$ cat src/rtl/chain_packet_receiver.sv
// End-of-chain deframer for the ABC serial chip-to-chip link. Received packets
// land in a show-ahead FIFO, and XOFF holds off the last chip while that FIFO
// cannot take another whole packet.
module chain_packet_receiver #(
   parameter int unsigned LOG_DEPTH = 2
) (
   input  logic        clk,
   input  logic        rstb,
   input  logic        datIn,
   output logic        xoffOut,
   output logic        pktValid,
   output logic [3:0]  pktId,
   output logic [53:0] pktData,
   input  logic        pktRead,
   output logic        overflow,
   input  logic        overflowClr,
   output logic [7:0]  dropCount,
   output logic        busy
);

   localparam int unsigned DEPTH = 2**LOG_DEPTH;
   localparam int unsigned CW    = LOG_DEPTH + 1;

   typedef enum logic [1:0] {StIdle, StShift, StGuard} state_t;

   state_t      r_state, w_state_next;
   logic [5:0]  r_bit_cnt, w_bit_cnt_next;
   logic [57:0] r_sr, w_sr_next;
   logic        w_offer;

   logic [3:0]           r_mem_id   [DEPTH];
   logic [53:0]          r_mem_data [DEPTH];
   logic [LOG_DEPTH-1:0] r_rd_ptr, r_wr_ptr;
   logic [CW-1:0]        r_count, w_count_next;
   logic                 w_full, w_pop, w_push, w_drop, w_in_flight_next;
   logic [CW:0]          w_occ_next;
   logic                 r_xoff, r_overflow;
   logic [7:0]           r_drop_cnt;

   // Deframer next-state logic
   always_comb begin
      w_state_next   = r_state;
      w_bit_cnt_next = r_bit_cnt;
      w_sr_next      = r_sr;
      w_offer        = 1'b0;
      unique case (r_state)
         StIdle: begin
            if (datIn) begin
               w_state_next   = StShift;
               w_bit_cnt_next = 6'd58;
            end
         end
         StShift: begin
            w_sr_next      = {r_sr[56:0], datIn};
            w_bit_cnt_next = r_bit_cnt - 6'd1;
            if (r_bit_cnt == 6'd1) begin
               w_state_next = StGuard;
            end
         end
         StGuard: begin
            w_state_next = StIdle;
            w_offer      = 1'b1;
         end
         default: w_state_next = StIdle;
      endcase
   end

   always_ff @(posedge clk) begin
      if (!rstb) begin
         r_state   <= StIdle;
         r_bit_cnt <= '0;
         r_sr      <= '0;
      end else begin
         r_state   <= w_state_next;
         r_bit_cnt <= w_bit_cnt_next;
         r_sr      <= w_sr_next;
      end
   end

   assign pktValid = (r_count != '0);
   assign w_full   = (r_count == CW'(DEPTH));
   assign w_pop    = pktRead & pktValid;
   // When full, a same-cycle pop frees the head slot, which is also the write slot
   assign w_push   = w_offer & (~w_full | w_pop);
   assign w_drop   = w_offer & w_full & ~w_pop;

   always_comb begin
      w_count_next = r_count;
      if (w_push && !w_pop) begin
         w_count_next = r_count + CW'(1);
      end else if (w_pop && !w_push) begin
         w_count_next = r_count - CW'(1);
      end
   end

   assign w_in_flight_next = (w_state_next != StIdle);
   assign w_occ_next       = (CW + 1)'(w_count_next) + (CW + 1)'(w_in_flight_next);

   always_ff @(posedge clk) begin
      if (w_push) begin
         r_mem_id[r_wr_ptr]   <= r_sr[57:54];
         r_mem_data[r_wr_ptr] <= r_sr[53:0];
      end
   end

   always_ff @(posedge clk) begin
      if (!rstb) begin
         r_rd_ptr   <= '0;
         r_wr_ptr   <= '0;
         r_count    <= '0;
         r_xoff     <= 1'b0;
         r_overflow <= 1'b0;
         r_drop_cnt <= '0;
      end else begin
         if (w_push) begin
            r_wr_ptr <= r_wr_ptr + LOG_DEPTH'(1);
         end
         if (w_pop) begin
            r_rd_ptr <= r_rd_ptr + LOG_DEPTH'(1);
         end
         r_count <= w_count_next;
         r_xoff  <= (w_occ_next >= (CW + 1)'(DEPTH));
         if (overflowClr) begin
            r_overflow <= 1'b0;
            r_drop_cnt <= '0;
         end else if (w_drop) begin
            r_overflow <= 1'b1;
            if (r_drop_cnt != 8'hFF) begin
               r_drop_cnt <= r_drop_cnt + 8'd1;
            end
         end
      end
   end

   assign pktId     = pktValid ? r_mem_id[r_rd_ptr]   : 4'h0;
   assign pktData   = pktValid ? r_mem_data[r_rd_ptr] : 54'h0;
   assign xoffOut   = r_xoff;
   assign overflow  = r_overflow;
   assign dropCount = r_drop_cnt;
   assign busy      = (r_state != StIdle);

endmodule

$ cat config.mk
export PLATFORM = sky130hd
export DESIGN_NAME = chain_packet_receiver
export DESIGN_NICKNAME = d
export VERILOG_FILES = /design/src/rtl/chain_packet_receiver.sv
export SDC_FILE = /design/constraint.sdc
export NUM_CORES = 1
export LEC_CHECK = 0
export BUFFER_PORTS_ARGS = -buffer_cell sky130_fd_sc_hd__buf_2
export CORE_UTILIZATION = 65
export DETAILED_ROUTE_END_ITERATION = 10
export PLACE_DENSITY = 0.89
export SLEW_MARGIN = 20
export SYNTH_ARGS = -nofsm -noshare
export SYNTH_HDL_FRONTEND = slang
export SYNTH_SLANG_ARGS = --single-unit
$ cat constraint.sdc
create_clock -name clk -period 9.1 [get_ports clk]
set_clock_uncertainty 0.15 [all_clocks]
set_input_delay 0.455 -clock clk [delete_from_list [all_inputs] [get_ports clk]]
set_output_delay 0.455 -clock clk [all_outputs]
set_load 0.01 [all_outputs]
==> out/results.tsv, run 1 <==
stage	metric	value	unit
clock_network	clk sinks	317	
synthesis	sequential cell area fraction in the yosys report	0.718	
sta	actual slew at the worst max-slew pin	0.980	ns
worst_setup_path	CP max FO	48	
sta	setup violators final	0	
sta	Fin. Hold Viols	0	
worst_setup_path	Setup CP Type	flip-flop to primary output	
place	HPWL after DPL	12200	um
die	die span in y	138	um
status	violated checks	DRC	
worst_setup_path	critical path capture point type	primary output	
sta	setup slack after layout	5.68	ns
grt	global route overflow	0	
synthesis	Mapped Cells	778	
synthesis	Synth async-reset ratio	0	
route	Post-route DRC	10	
sta	Slew Viols, Final	0	
synthesis	post-synthesis adder-cell area fraction	0.0104	
route	via/cell ratio	6.16	
synthesis	synth top area cells	edfxtp_1 (58%), dfxtp_1 (14%), mux4_2 (11%), nand2_1 (3.8%), and2_1 (3.0%)	
synthesis	Distinct cells, synth	40	
pwr	PwrDens	256	nW/um2
clock_network	CTS Buf Count	30	
flow_run	Max-Cap Viols	0	
pwr	Pleak	4.70	nW
route	post-route antenna net violation count	0	
place	worst slack at placement	6.17	ns
die	die width	138	um
grt	largest net degree at the start of global routing	74	
synthesis	Synth Area in Compound Gates	0.0408	
clock_network	Reg clk slew, reported paths	0.06	ns
sta	Max-slew headroom	0.347	
place	port bufs	74	
synthesis	Post-Syn Area per Cell	15.5	um2
clock_network	number of setup buffers added after CTS	0	
grt	All-Layer GR Usage	0.260	
finish	Fillers	948	
synthesis	mapped cell area	12100	um2
synthesis	main combinational cell family by area after synthesis	multiplexers	
synthesis	top cells by count, synth	edfxtp_1 (232), nand2_1 (122), dfxtp_1 (85)	
finish	area occupied by registers	8670	um2
route	detailed router's first-iteration violation count	639	
synthesis	mux contribution to synthesized area	0.110	
die	die area	19100	um2
synthesis	synthesized flop and latch total	317	
route	Vias	6791	
worst_setup_path	CP required	8.50	ns
finish	multi-input logic area	3190	um2
clock_network	root buf cell	clkbuf_16	
route	DRT Pass-1 Iters	8	
clock_network	clock latency on the worst-skew pair	0.53	ns
grt	first-pass GRT wire length	38300	um
worst_setup_path	Worst Path Arrival	2.82	ns
sta	Total Negative Setup Slacks	0	ns
grt	initial antenna violation count	0	
route	Routed WL	24000	um
pwr	Worst IR Drop VDD	0.000208	V
die	Rows	49	
die	num ports	75	
synthesis	post-synth top area share	0.577	
synthesis	fraction of synthesized cell area in xor and xnor cells	0.00725	
finish	fraction of layout cells with a size suffix above 1	0.232	
route	routed len/inst	21.8	um
place	gpl congestion	0.841	
worst_setup_path	CP startpoint kind	flip-flop	
sta	minimum clock period	3.42	ns
finish	ANT cells	0	
synthesis	post-synthesis simple-gate area fraction	0.0949	
clock_network	Max Buffers Root-to-Sink	3	
finish	Final Net Count	865	
synthesis	top-count cell post-synth	edfxtp_1	
die	Core Area	18100	um2
synthesis	largest area contributor in the netlist	edfxtp_1	
clock_network	hold-fix buffers at CTS	0	
synthesis	syn_nets	793	
clock_network	H-Tree Depth	1	
synthesis	ys flop type	edfxtp_1	
die	Initial Util	0.668	
sta	Tcrit/Tclk final	0.376	
clock_network	CTS tree	yes	
finish	Area Overhead vs Synth	12.9	%
grt	vias in the first global route	7021	
worst_setup_path	Reg2Reg Depth	8	
min_path	Hold WC Path Type	input port to flip-flop	
min_path	Worst Hold Path Cells	3	
synthesis	total number of yosys warnings	0	
sta	RSZ-0062 raised after global routing	no	
synthesis	Post-synth EDFFs	232	
clock_network	count of cells resized by post-cts repair	0	
status	run status	complete, but fails checks	
sta	Achievable Freq	292	MHz
-- registers in the layout, indices dropped and copies added (netlist names), named ones only --
register / count
r_sr: 58
r_wr_ptr: 2
r_mem_data: 216
r_count: 3
r_mem_id: 16
overflow: 1
xoffOut: 1
r_rd_ptr: 2
r_bit_cnt: 6
dropCount: 8
r_state: 2
-- cells in the final DEF (no fill, tap or decap), drive strengths merged, types with 2 or more instances in the layout --
| master | netlist | routed |
|---|---|---|
| nand2b | 3 | 3 |
| mux2i | 2 | 2 |
| xnor2 | 4 | 4 |
| nor3 | 5 | 5 |
| nor2b | 3 | 3 |
| edfxtp | 232 | 232 |
| a21oi | 69 | 69 |
| and2 | 58 | 58 |
| and4 | 3 | 3 |
| a31oi | 2 | 2 |
| xor2 | 6 | 6 |
| clkbuf | 27 | 48 |
| nor2 | 23 | 23 |
| dfxtp | 85 | 85 |
| a211oi | 2 | 2 |
| clkinv | 0 | 7 |
| o21a | 3 | 3 |
| mux4 | 58 | 58 |
| nand2 | 122 | 122 |
| buf | 16 | 83 |
| inv | 14 | 15 |
| and3 | 9 | 9 |
| nand3 | 8 | 8 |
| ha | 10 | 10 |
| o21ai | 2 | 2 |
-- cell type report --
type / instances / area share
Timing Repair Buffer: 83 / 0.0321
Clock buffer: 48 / 0.0699
Clock inverter: 8 / 0.00339
Sequential cell: 317 / 0.636
Inverter: 14 / 0.00385
Multi-Input combinational cell: 404 / 0.234
Tap cell: 229 / 0.0210
-- metrics by stage --
stage / instances / area [um2] / hold slack (ns) / total power, mW / util
after global routing: 1103 / 13600 / 0.153 / 3.63 / 0.754
after floorplan: 778 / 12100 / 0.310 / 2.08 / -
final: 1103 / 13600 / 0.159 / 3.50 / 0.754
after global placement: 1047 / 12600 / 0.303 / 2.29 / 0.699
after detailed placement: 1047 / 12600 / 0.324 / 2.30 / 0.699
after CTS: 1103 / 13600 / 0.120 / 3.52 / 0.754
-- power by group --
| group | total, mW | switching (mW) | internal (mW) |
|---|---|---|---|
| Combinational | 0.693 | 0.383 | 0.310 |
| Sequential | 1.58 | 0.0285 | 1.55 |
| Clock | 1.23 | 0.509 | 0.719 |
-- worst max-delay path, cell delays in order, from the launching register on --
cell     delay, ns
dfxtp_4       0.49
buf_4         0.80
mux4_2        0.64
and2_1        0.19
buf_2         0.14
-- final timing paths --
kind	startpoint	end	slack [ns]
setup / recovery	flip-flop	pktData[45]	5.68
hold / removal	datIn	r_sr[0]	0.16
setup reg to reg	r_count[1]	xoffOut	6.26
hold reg to reg	overflow	overflow	0.34
-- cell families after synthesis --
| logic type | after synthesis |
|---|---|
| flops | 317 |
| simple gates | 239 |
| compound gates | 85 |
| mux | 60 |
| buf+inv | 57 |
| xor+xnor | 10 |
| fa+ha+maj | 10 |
-- layer usage --
metal | vias to the layer above | share of wire | track usage
li1 | 3024 | - | -
met1 | 3400 | 0.39 | 0.342
met2 | 294 | 0.51 | 0.435
met3 | 73 | 0.060 | 0.0409
met4 | 0 | 0.036 | 0.119
met5 | - | 0 | 0
No activity file was read; power rests on OpenSTA's default activity.
==> inputs of run 2 (changes only) <==
--- a/config.mk
+++ b/config.mk
@@ -5,10 +5,11 @@
 export SDC_FILE = /design/constraint.sdc
 export NUM_CORES = 1
 export LEC_CHECK = 0
+export ABC_AREA = 1
 export BUFFER_PORTS_ARGS = -buffer_cell sky130_fd_sc_hd__buf_2
-export CORE_UTILIZATION = 65
+export CORE_UTILIZATION = 60
 export DETAILED_ROUTE_END_ITERATION = 10
-export PLACE_DENSITY = 0.89
+export PLACE_DENSITY = 0.83
 export SLEW_MARGIN = 20
 export SYNTH_ARGS = -nofsm -noshare
 export SYNTH_HDL_FRONTEND = slang
==> constraint.sdc (replaced) <==
create_clock -name clk -period 3.4 [get_ports clk]
set_clock_uncertainty 0.15 [all_clocks]
set_input_delay 0.17 -clock clk [delete_from_list [all_inputs] [get_ports clk]]
set_output_delay 0.17 -clock clk [all_outputs]
set_load 0.01 [all_outputs]
==> run 2 against run 1 <==
  * The flow now finishes without violations
  * First-iteration DRC count increased by 23%
  * Synthesized cell count increased by 45%
  * Non-clock buffer count increased by 13
  * Die area increased by 11%
  * Routed wire length increased by 5.2%
  * Global-route usage decreased by 1.9 points
  * Worst setup slack got worse by 5.2 ns
  * Sequential cell count unchanged
  * Sequential power increased to 2.8 times the previous value
  * Cell area increased by 3.3%
  * Critical endpoint is now pktData[24]
  * Largest power group unchanged
  * Highest routed layer unchanged
==> out/results.tsv, run 2 <==
stage	metric	value	unit
status	run status	finished, final reports clean	
clock_network	clock latency on the worst-skew pair	0.55	ns
worst_setup_path	worst r2r src	r_count[0]	
synthesis	top cells by count, synth	nor2_1 (360), edfxtp_1 (232), o21ai_0 (148)	
grt	All-Layer GR Usage	0.241	
synthesis	post-synth top area share	0.563	
pwr	Pleak	5.33	nW
finish	ANT cells	0	
min_path	Worst Hold Path Cells	1	
die	Core Area	20200	um2
worst_setup_path	CP startpoint kind	flip-flop	
grt	largest net degree at the start of global routing	78	
sta	Hold Slack	0.331	ns
min_path	Worst Hold End	r_rd_ptr[0]	
synthesis	mapped cell area	12400	um2
finish	Finished Core Util	0.696	
die	Rows	52	
grt	vias in the first global route	8242	
route	Post-route DRC	0	
finish	Largest regs	r_mem_data (216), r_sr (58), r_mem_id (16)	
finish	commonest non-fill, non-tap cell in the layout	nor2_1	
synthesis	synth top area cells	edfxtp_1 (56%), dfxtp_1 (14%), nor2_1 (11%), o21ai_0 (6.0%), a21oi_1 (3.2%)	
clock_network	Max Buffers Root-to-Sink	3	
place	port bufs	74	
sta	Max-slew headroom	0.502	
clock_network	number of setup buffers added after CTS	0	
worst_setup_path	critical path capture point type	primary output	
worst_setup_path	Slowest Stage Delay on Critical Path	0.62	ns
clock_network	hold-fix buffers at CTS	6	
synthesis	synthesized flop and latch total	317	
clock_network	CTS tree	yes	
sta	Slew Viols, Final	0	
worst_setup_path	CP required	3.08	ns
sta	minimum clock period	2.91	ns
worst_setup_path	Worst Path Arrival	2.59	ns
route	detailed router's first-iteration violation count	787	
grt	global route overflow	0	
place	HPWL after DPL	13000	um
route	via/cell ratio	5.58	
clock_network	CTS Buf Count	29	
route	post-route antenna net violation count	0	
sta	actual slew at the worst max-slew pin	0.747	ns
finish	commonest cells after routing, fill and taps aside	nor2_1 (356), edfxtp_1 (232), o21ai_0 (148)	
place	Post-DP Area	13000	um2
worst_setup_path	Reg2Reg Depth	6	
sta	Achievable Freq	344	MHz
clock_network	count of cells resized by post-cts repair	0	
sta	Tcrit/Tclk final	0.855	
finish	Cell Count, Final, Fillers Out	1486	
synthesis	syn_nets	1145	
worst_setup_path	critical path buffer and inverter count	2	
worst_setup_path	slowest stage cell, crit path	dfxtp_4	
worst_setup_path	cell mode on critical path	nor2_1	
worst_setup_path	CP max FO	48	
synthesis	largest area contributor in the netlist	edfxtp_1	
finish	Biggest register	r_mem_data	
worst_setup_path	worst-path cell chain	buf_4, nor2_1, nor2_1, o21ai_0, a21oi_1, buf_2	
worst_setup_path	reg-to-reg setup timing slack	1.00	ns
route	DRT Pass-1 Iters	5	
finish	multi-input logic area	3280	um2
synthesis	ys flop type	edfxtp_1	
synthesis	Synth async-reset ratio	0	
pwr	PwrDens	763	nW/um2
route	Routed WL	25300	um
synthesis	Post-synth EDFFs	232	
sta	RSZ-0062 raised after global routing	no	
sta	Total Negative Setup Slacks	0	ns
finish	fin area	14100	um2
die	die span in y	146	um
grt	first-pass GRT wire length	40700	um
worst_setup_path	Setup CP Type	flip-flop to primary output	
clock_network	clk sinks	317	
finish	area occupied by registers	8670	um2
flow_run	Max-Cap Viols	0	
synthesis	top-count cell post-synth	nor2_1	
sta	setup violators final	0	
min_path	Hold WC Path Type	flip-flop to flip-flop	
synthesis	Post-Syn Area per Cell	11.0	um2
clock_network	H-Tree Depth	1	
clock_network	Reg clk slew, reported paths	0.06	ns
synthesis	Mapped Cells	1130	
die	Initial Util	0.612	
min_path	Hold Startpoint	r_rd_ptr[0]	
synthesis	Distinct cells, synth	36	
finish	fraction of layout cells with a size suffix above 1	0.138	
finish	max reg flops	216	
grt	initial antenna violation count	0	
finish	Area Overhead vs Synth	13.8	%
synthesis	total number of yosys warnings	0	
route	Vias	8296	
worst_setup_path	Critical R2R Capture	r_mem_data[1][41]	
synthesis	sequential cell area fraction in the yosys report	0.700	
die	num ports	75	
finish	Final Net Count	1208	
worst_setup_path	CP top delay family	buffers and inverters	
finish	Fillers	1337	
clock_network	root buf cell	clkbuf_16	
die	die width	146	um
sta	Fin. Hold Viols	0	
place	placed cell count	1426	
die	die area	21200	um2
place	gpl congestion	0.780	
pwr	Worst IR Drop VDD	0.000493	V
route	routed len/inst	17.0	um
-- run 2: cell count changes after synthesis, sizes merged, moves of 9 or more --
cell and delta:
and3 -9, buf +17, o21ai +179, nor2 +339, inv +20, nand2 -73
and2 -58, a21oi +9, mux4 -58
-- run 2: final cells by class --
| type | instances | share of cell area |
|---|---|---|
| sequential | 317 | 0.615 |
| multi-input combinational | 712 | 0.233 |
| clock buffer | 32 | 0.0530 |
| timing repair buffer | 96 | 0.0426 |
| tap | 270 | 0.0240 |
| clock inverter | 22 | 0.0215 |
| inverter | 37 | 0.0104 |
-- run 2: how the worst max path moves through the flow --
stage                   endpoint  cells past startpoint
2_1_floorplan   r_mem_data[0][0]                      5
3_3_place_gp   r_mem_data[1][46]                      6
3_5_place_dp   r_mem_data[1][47]                      6
4_1_cts               pktData[1]                      6
5_1_grt               pktData[1]                      6
6_report             pktData[24]                      6
-- run 2: cells by family after synthesis --
kind of cell	count (synthesis)	synth area share
fa+ha+maj	10	0.0101
compound gates	262	0.107
flops	317	0.700
buf+inv	101	0.0377
xor+xnor	7	0.00495
simple gates	433	0.141
-- run 2: metal layers --
metal | vias up | wire (um) | GRT usage
met4 | 0 | 422 | 0.0774
met2 | 332 | 12900 | 0.430
met5 | - | 0 | 0
met1 | 3927 | 10100 | 0.298
li1 | 3998 | - | -
met3 | 39 | 1820 | 0.0423
-- run 2: where the power goes --
part	total (mW)	switching (mW)	internal, mW
Clock	3.53	1.41	2.13
Sequential	4.49	0.195	4.29
Combinational	2.73	1.84	0.886
Total	10.8	3.45	7.31
-- run 2: per-stage QoR --
stage / total power, mW / setup WS [ns]
6_report: 10.8 / 0.492
5_1_grt: 11.2 / 0.357
3_3_place_gp: 7.18 / 1.06
3_5_place_dp: 7.27 / 1.01
4_1_cts: 10.8 / 0.509
2_1_floorplan: 6.32 / -0.610
